[config.mk]
export PLATFORM = sky130hd
export DESIGN_NAME = freq_gen_value_flat
export DESIGN_NICKNAME = d
export VERILOG_FILES = /design/src/rtl/freq_gen_value_if.sv /design/src/rtl/freq_gen_value.sv /design/src/flat_wrapper.sv
export SDC_FILE = /design/constraint.sdc
export NUM_CORES = 1
export LEC_CHECK = 0
export ABC_AREA = 1
export ABC_CLOCK_PERIOD_IN_PS = 3100
export BUFFER_PORTS_ARGS = -buffer_cell sky130_fd_sc_hd__buf_4
export CAP_MARGIN = 0
export CORE_MARGIN = 2
export CORE_UTILIZATION = 55
export DETAILED_ROUTE_END_ITERATION = 10
export PLACE_DENSITY = 0.81
export SLEW_MARGIN = 20
export SYNTH_ARGS = -nofsm -noshare
export SYNTH_HDL_FRONTEND = slang
export SYNTH_SLANG_ARGS = --single-unit
[constraint.sdc]
create_clock -name clk -period 3.1 [get_ports clk]
set_input_delay 0.465 -clock clk [delete_from_list [all_inputs] [get_ports clk]]
set_output_delay 0.465 -clock clk [all_outputs]
set_load 0.02 [all_outputs]
[src/rtl/freq_gen_value_if.sv]
// Host-side bundle for the programmable square-wave generator.
// freq_load is a one-cycle strobe with no back-pressure; edge_cnt_vld is a one-cycle qualifier for edge_cnt.
interface freq_gen_value_if;
  logic [31:0] freq_hz;
  logic        freq_load;
  logic        clk_gen;
  logic        rise_pulse;
  logic [31:0] freq_active_hz;
  logic        update_pending;
  logic        clamp;
  logic [31:0] edge_cnt;
  logic        edge_cnt_vld;
  logic        state_dbg;

  modport master (
    output freq_hz, freq_load,
    input  clk_gen, rise_pulse, freq_active_hz, update_pending, clamp,
           edge_cnt, edge_cnt_vld, state_dbg
  );

  modport slave (
    input  freq_hz, freq_load,
    output clk_gen, rise_pulse, freq_active_hz, update_pending, clamp,
           edge_cnt, edge_cnt_vld, state_dbg
  );
endinterface

[src/rtl/freq_gen_value.sv]
// NCO-based square-wave generator with glitch-free frequency updates at the
// falling (1->0) period boundary, plus a rising-edge counter over a fixed window.
module freq_gen_value #(
  parameter int unsigned SYS_PRD_NS   = 10,
  parameter int unsigned MEAS_WIN_CYC = 1000000000 / SYS_PRD_NS
) (
  input  logic              clk,
  input  logic              rst_n,
  freq_gen_value_if.slave   bus
);
  localparam logic [32:0] SYS_HZ  = 33'(1000000000 / SYS_PRD_NS);
  localparam logic [31:0] HALF_HZ = 32'(SYS_HZ >> 1);
  localparam int unsigned WIN_W   = $clog2(MEAS_WIN_CYC);
  localparam logic [WIN_W-1:0] WIN_LAST = WIN_W'(MEAS_WIN_CYC - 1);

  typedef enum logic {S_IDLE = 1'b0, S_RUN = 1'b1} state_t;

  state_t      state_q, state_d;
  logic [32:0] acc_q, acc_d;
  logic        clk_gen_q, clk_gen_d;
  logic        rise_q, rise_d;
  logic [31:0] active_q, active_d;
  logic [31:0] pend_q, pend_d;
  logic        pend_flag_q, pend_flag_d;
  logic        clamp_q, clamp_d;
  logic [32:0] sum;
  logic        toggle;

  assign sum    = acc_q + {active_q, 1'b0};
  assign toggle = (sum >= SYS_HZ);

  always_comb begin
    state_d     = state_q;
    acc_d       = acc_q;
    clk_gen_d   = clk_gen_q;
    active_d    = active_q;
    pend_d      = pend_q;
    pend_flag_d = pend_flag_q;
    clamp_d     = clamp_q;
    case (state_q)
      S_IDLE: begin
        acc_d     = '0;
        clk_gen_d = 1'b0;
        if (pend_flag_q) begin
          pend_flag_d = 1'b0;
          active_d    = pend_q;
          if (pend_q != '0) state_d = S_RUN;
        end
      end
      S_RUN: begin
        if (toggle) begin
          acc_d     = sum - SYS_HZ;
          clk_gen_d = ~clk_gen_q;
        end else begin
          acc_d = sum;
        end
        // A falling toggle is the only point a new frequency may take effect.
        if (toggle && clk_gen_q && pend_flag_q) begin
          acc_d       = '0;
          clk_gen_d   = 1'b0;
          active_d    = pend_q;
          pend_flag_d = 1'b0;
          if (pend_q == '0) state_d = S_IDLE;
        end
      end
      default: state_d = S_IDLE;
    endcase
    // A load in the same cycle as an apply becomes the next pending value.
    if (bus.freq_load) begin
      pend_d      = (bus.freq_hz > HALF_HZ) ? HALF_HZ : bus.freq_hz;
      clamp_d     = (bus.freq_hz > HALF_HZ);
      pend_flag_d = 1'b1;
    end
    rise_d = clk_gen_d & ~clk_gen_q;
  end

  always_ff @(posedge clk or negedge rst_n) begin
    if (!rst_n) begin
      state_q     <= S_IDLE;
      acc_q       <= '0;
      clk_gen_q   <= 1'b0;
      rise_q      <= 1'b0;
      active_q    <= '0;
      pend_q      <= '0;
      pend_flag_q <= 1'b0;
      clamp_q     <= 1'b0;
    end else begin
      state_q     <= state_d;
      acc_q       <= acc_d;
      clk_gen_q   <= clk_gen_d;
      rise_q      <= rise_d;
      active_q    <= active_d;
      pend_q      <= pend_d;
      pend_flag_q <= pend_flag_d;
      clamp_q     <= clamp_d;
    end
  end

  logic [WIN_W-1:0] win_q;
  logic [31:0]      cnt_q;
  logic [31:0]      cnt_inc;
  logic [31:0]      edge_cnt_q;
  logic             edge_vld_q;

  assign cnt_inc = (cnt_q == 32'hFFFF_FFFF) ? cnt_q : cnt_q + 32'(rise_q);

  // Window runs free from reset; rise_q is the edge seen in the current cycle.
  always_ff @(posedge clk or negedge rst_n) begin
    if (!rst_n) begin
      win_q      <= '0;
      cnt_q      <= '0;
      edge_cnt_q <= '0;
      edge_vld_q <= 1'b0;
    end else begin
      edge_vld_q <= 1'b0;
      if (win_q == WIN_LAST) begin
        win_q      <= '0;
        cnt_q      <= '0;
        edge_cnt_q <= cnt_inc;
        edge_vld_q <= 1'b1;
      end else begin
        win_q <= win_q + WIN_W'(1);
        cnt_q <= cnt_inc;
      end
    end
  end

  assign bus.clk_gen        = clk_gen_q;
  assign bus.rise_pulse     = rise_q;
  assign bus.freq_active_hz = active_q;
  assign bus.update_pending = pend_flag_q;
  assign bus.clamp          = clamp_q;
  assign bus.edge_cnt       = edge_cnt_q;
  assign bus.edge_cnt_vld   = edge_vld_q;
  assign bus.state_dbg      = (state_q == S_RUN);
endmodule

[src/flat_wrapper.sv]
// flat-port wrapper written by rule: the top's interface ports become plain ports
module freq_gen_value_flat 
#(
  parameter int unsigned SYS_PRD_NS   = 10,
  parameter int unsigned MEAS_WIN_CYC = 1000000000 / SYS_PRD_NS
)
  (clk, rst_n, bus_freq_hz, bus_freq_load, bus_clk_gen, bus_rise_pulse, bus_freq_active_hz, bus_update_pending, bus_clamp, bus_edge_cnt, bus_edge_cnt_vld, bus_state_dbg);
  freq_gen_value_if bus_i ();
  input  logic clk;
  input  logic rst_n;
  input wire logic [$bits(bus_i.freq_hz)-1:0] bus_freq_hz;
  input wire logic [$bits(bus_i.freq_load)-1:0] bus_freq_load;
  output wire logic [$bits(bus_i.clk_gen)-1:0] bus_clk_gen;
  output wire logic [$bits(bus_i.rise_pulse)-1:0] bus_rise_pulse;
  output wire logic [$bits(bus_i.freq_active_hz)-1:0] bus_freq_active_hz;
  output wire logic [$bits(bus_i.update_pending)-1:0] bus_update_pending;
  output wire logic [$bits(bus_i.clamp)-1:0] bus_clamp;
  output wire logic [$bits(bus_i.edge_cnt)-1:0] bus_edge_cnt;
  output wire logic [$bits(bus_i.edge_cnt_vld)-1:0] bus_edge_cnt_vld;
  output wire logic [$bits(bus_i.state_dbg)-1:0] bus_state_dbg;
  assign bus_i.freq_hz = bus_freq_hz;
  assign bus_i.freq_load = bus_freq_load;
  assign bus_clk_gen = bus_i.clk_gen;
  assign bus_rise_pulse = bus_i.rise_pulse;
  assign bus_freq_active_hz = bus_i.freq_active_hz;
  assign bus_update_pending = bus_i.update_pending;
  assign bus_clamp = bus_i.clamp;
  assign bus_edge_cnt = bus_i.edge_cnt;
  assign bus_edge_cnt_vld = bus_i.edge_cnt_vld;
  assign bus_state_dbg = bus_i.state_dbg;
  freq_gen_value #(.SYS_PRD_NS(SYS_PRD_NS), .MEAS_WIN_CYC(MEAS_WIN_CYC)) u_core (.clk(clk), .rst_n(rst_n), .bus(bus_i));
endmodule
==> run metrics <==
status complete, but fails checks; failing checks setup timing; Tcrit/Tclk final 1.160; Final WS setup -497.0 ps; I/O Buffers 104; Crit Path Category reg -> reg; RSZ-0062 raised after global routing true; crit path time final 3597 ps; first-pass GRT wire length 54990 um; DR iter-0 viols 1498; routability cong. 0.9950; asr flop ratio synth 1.000; row cnt 53; Gate Count Post-Synth 1672; max incr delay on CP 420 ps; Yosys top cell area share 0.4091; Seq/Total Area, Yosys 0.4091; post-synth top area cell dfrtp_1; largest net degree at the start of global routing 67; DRC 0; Critical Path Source u_core.bus.freq_active_hz[12]$_DFFE_PN0P_; Placed Cells 2125; CP required 3420 ps; CP Capture Type register; post-route ant nets 0; Crit Reg-Reg Endpoint u_core.bus.freq_active_hz[10]$_DFFE_PN0P_; reg2reg start u_core.bus.freq_active_hz[12]$_DFFE_PN0P_; clock sink total 193; Core Box Area 21020 sq um; Wirelength per Cell 17.24 um; maximum VDD drop 0.0005576 V; flop2flop setup slack -500 ps; Final Core Density 0.7169; DP Wirelength 25940 um; non-filler cells, final 2174; CTS tree done; antenna cells 0; most common cell after layout, fill and taps aside nand2_1; Die X-Extent 150.5 um; #FFs+latches synth 193; Area Overhead vs Synth 27.66%; main area contributors after synthesis dfrtp_1 41%, nand2_1 16%, inv_1 9.2%; CP Launch Type register; routed wire length 37480 um; Final Hold Fails 0; Root Driver clkbuf_16; mean post-synth cell area 7.060 sq um; boundary pin count 105; Worst Reg2Reg Path Length in Cells 22; HP Class in -> async; largest fanout on the critical path 8; Worst-Skew Late Latency 440 ps; Clock transition at path regs 70 ps; post-layout net count 1959; predominant post-synthesis flop cell dfrtp_1; CTS buffer count 17; Setup Viol. Count Final 68; antenna violations before repair 0; GRT Util Overall 0.3099; Post-synth EDFFs 0; Synthesized Nets 1745; P per Cell Area 1007 nW/um^2; global route overflow 0; Critical-path top delay cell dfrtp_1; slew of the pin with the lowest slew margin 692.4 ps; Slew HR 0.5342; layout cells sized above 1 0.2270; Pleak 8.159 nW; Die Ht 150.5 um; # hold bufs at CTS 0; total of max-cap violations 0; DR pass1 iterations 6; Yosys warning total 0; crit-path cells ha_1 > nand2_2 > inv_2 > nand2_2 > nor3_2 > nand2_1 > nand2_2 > nand2_1 > nand2_1 > nand2_1 > nor2_1 > nand3b_1 > nor2_2 > nand3_2 > nand3_4 > ha_4 > inv_4 > nand2_8 > nand2_8 > clkbuf_16 > nand2_1 > o21ai_1; commonest non-fill, non-tap cells in the layout 456 x nand2_1, 285 x inv_1, 204 x buf_4, 191 x dfrtp_1, 165 x nor2_1; post-synthesis cell area 11810 sq um; Max Clk Rate 278.0 MHz; skew final 12.22 ps; initial core utilization 0.5616; crit path DAT 3920 ps; H-Tree Level Count 4; Most common cell on crit path nand2_1; routed via count 12200; Distinct cells, synth 45; Slew Limit Fails 0; Die Area 22650 sq um; Vias per Instance 5.613; maximum root-to-sink buffer count 2; vias in the first global route 11390
-- power by group --
part | leakage, nW | internal [W] | total (W) | switching, W
Combinational | 5.36 | 0.00387 | 0.00977 | 0.00590
Sequential | 2.52 | 0.00289 | 0.00323 | 0.000340
Clock | 0.284 | 0.00114 | 0.00218 | 0.00104
Total | 8.16 | 0.00790 | 0.0152 | 0.00728
-- logic make-up after synthesis --
| logic type | share of synthesized area |
|---|---|
| AND/OR/NAND/NOR | 0.3444 |
| buffers and inverters | 0.1083 |
| flip-flops | 0.4091 |
| AO/OA/AOI/OAI | 0.06836 |
| XOR/XNOR | 0.02893 |
| adder cells (fa/ha/maj) | 0.04091 |
-- routing by layer --
layer	track usage	routed length [um]	vias to the layer above
met4	0.1057	1569	0
met1	0.4153	14750	5673
li1	-	-	5632
met5	0	0	-
met3	0.07394	3997	162
met2	0.4955	17170	736
-- cell usage after synthesis, drive strengths merged, types with 2 or more instances --
cell type  number
inv           300
buf             7
dfrtp         193
nand2         531
o21ai          63
nor4           20
nand3b          7
a22oi           7
clkbuf         23
or2             6
nor2          185
ha             37
and3            2
nand3         102
nor3           32
xor2           22
and2            5
o21a            4
o22ai          11
a21oi          56
nand4          35
xnor2          17
-- worst max-delay path, delay by kind of cell, from the launching register on --
kind / cells / cell delay, ps
simple gates: 16 / 2080
fa+ha+maj: 2 / 560
flops: 1 / 420
buf+inv: 3 / 330
compound gates: 1 / 80
-- what timing repair did --
item                                    4_1_cts  5_1_grt
endpoints found under the setup margin       67       68
gates cloned                                  4        6
resized for setup                            39       87
pin swaps                                     2       13
setup buffers                                 4        4
-- worst max path at each step --
stage | end | slack, ps
6_report | u_core.bus.freq_active_hz[10]$_DFFE_PN0P_ | -500
5_1_grt | u_core.bus.freq_active_hz[10]$_DFFE_PN0P_ | -660
4_1_cts | u_core.bus.freq_active_hz[8]$_DFFE_PN0P_ | -140
3_5_place_dp | u_core.bus.freq_active_hz[8]$_DFFE_PN0P_ | -180
3_3_place_gp | u_core.bus.freq_active_hz[31]$_DFFE_PN0P_ | -60
2_1_floorplan | u_core.bus.freq_active_hz[11]$_DFFE_PN0P_ | -100
-- area by class of cell --
type,instances,area (sq um)
clock buffers,18,429.2
repair buffers,224,1958
fillers,1546,5951
inverters,300,1131
flip-flops and latches,193,4832
well taps,275,344.1
clock inverters,14,153.9
multi-input cells,1150,6222
-- flip-flops by register name, indices dropped and copies added (netlist names), 27 cells and up --
name and flops:
u_core.pend_q 32, u_core.win_q 27, u_core.cnt_q 32, u_core.bus.freq_active_hz 32
u_core.acc_q 32, u_core.bus.edge_cnt 32
-- stage by stage --
stage	power [W]	area (sq um)	setup TNS, ps	setup slack (ps)	hold slack (ps)
floorplan	0.008196	11910	-4803	-98.09	169.4
global placement	0.01047	13680	-2293	-61.90	445.7
detailed placement	0.01070	13680	-9260	-182.6	456.4
CTS	0.01351	14530	-3288	-135.5	22.07
global route	0.01593	15070	-37500	-661.0	40.39
finish	0.01518	15070	-27410	-497.0	2.361
(Power assumes the default switching activity.)
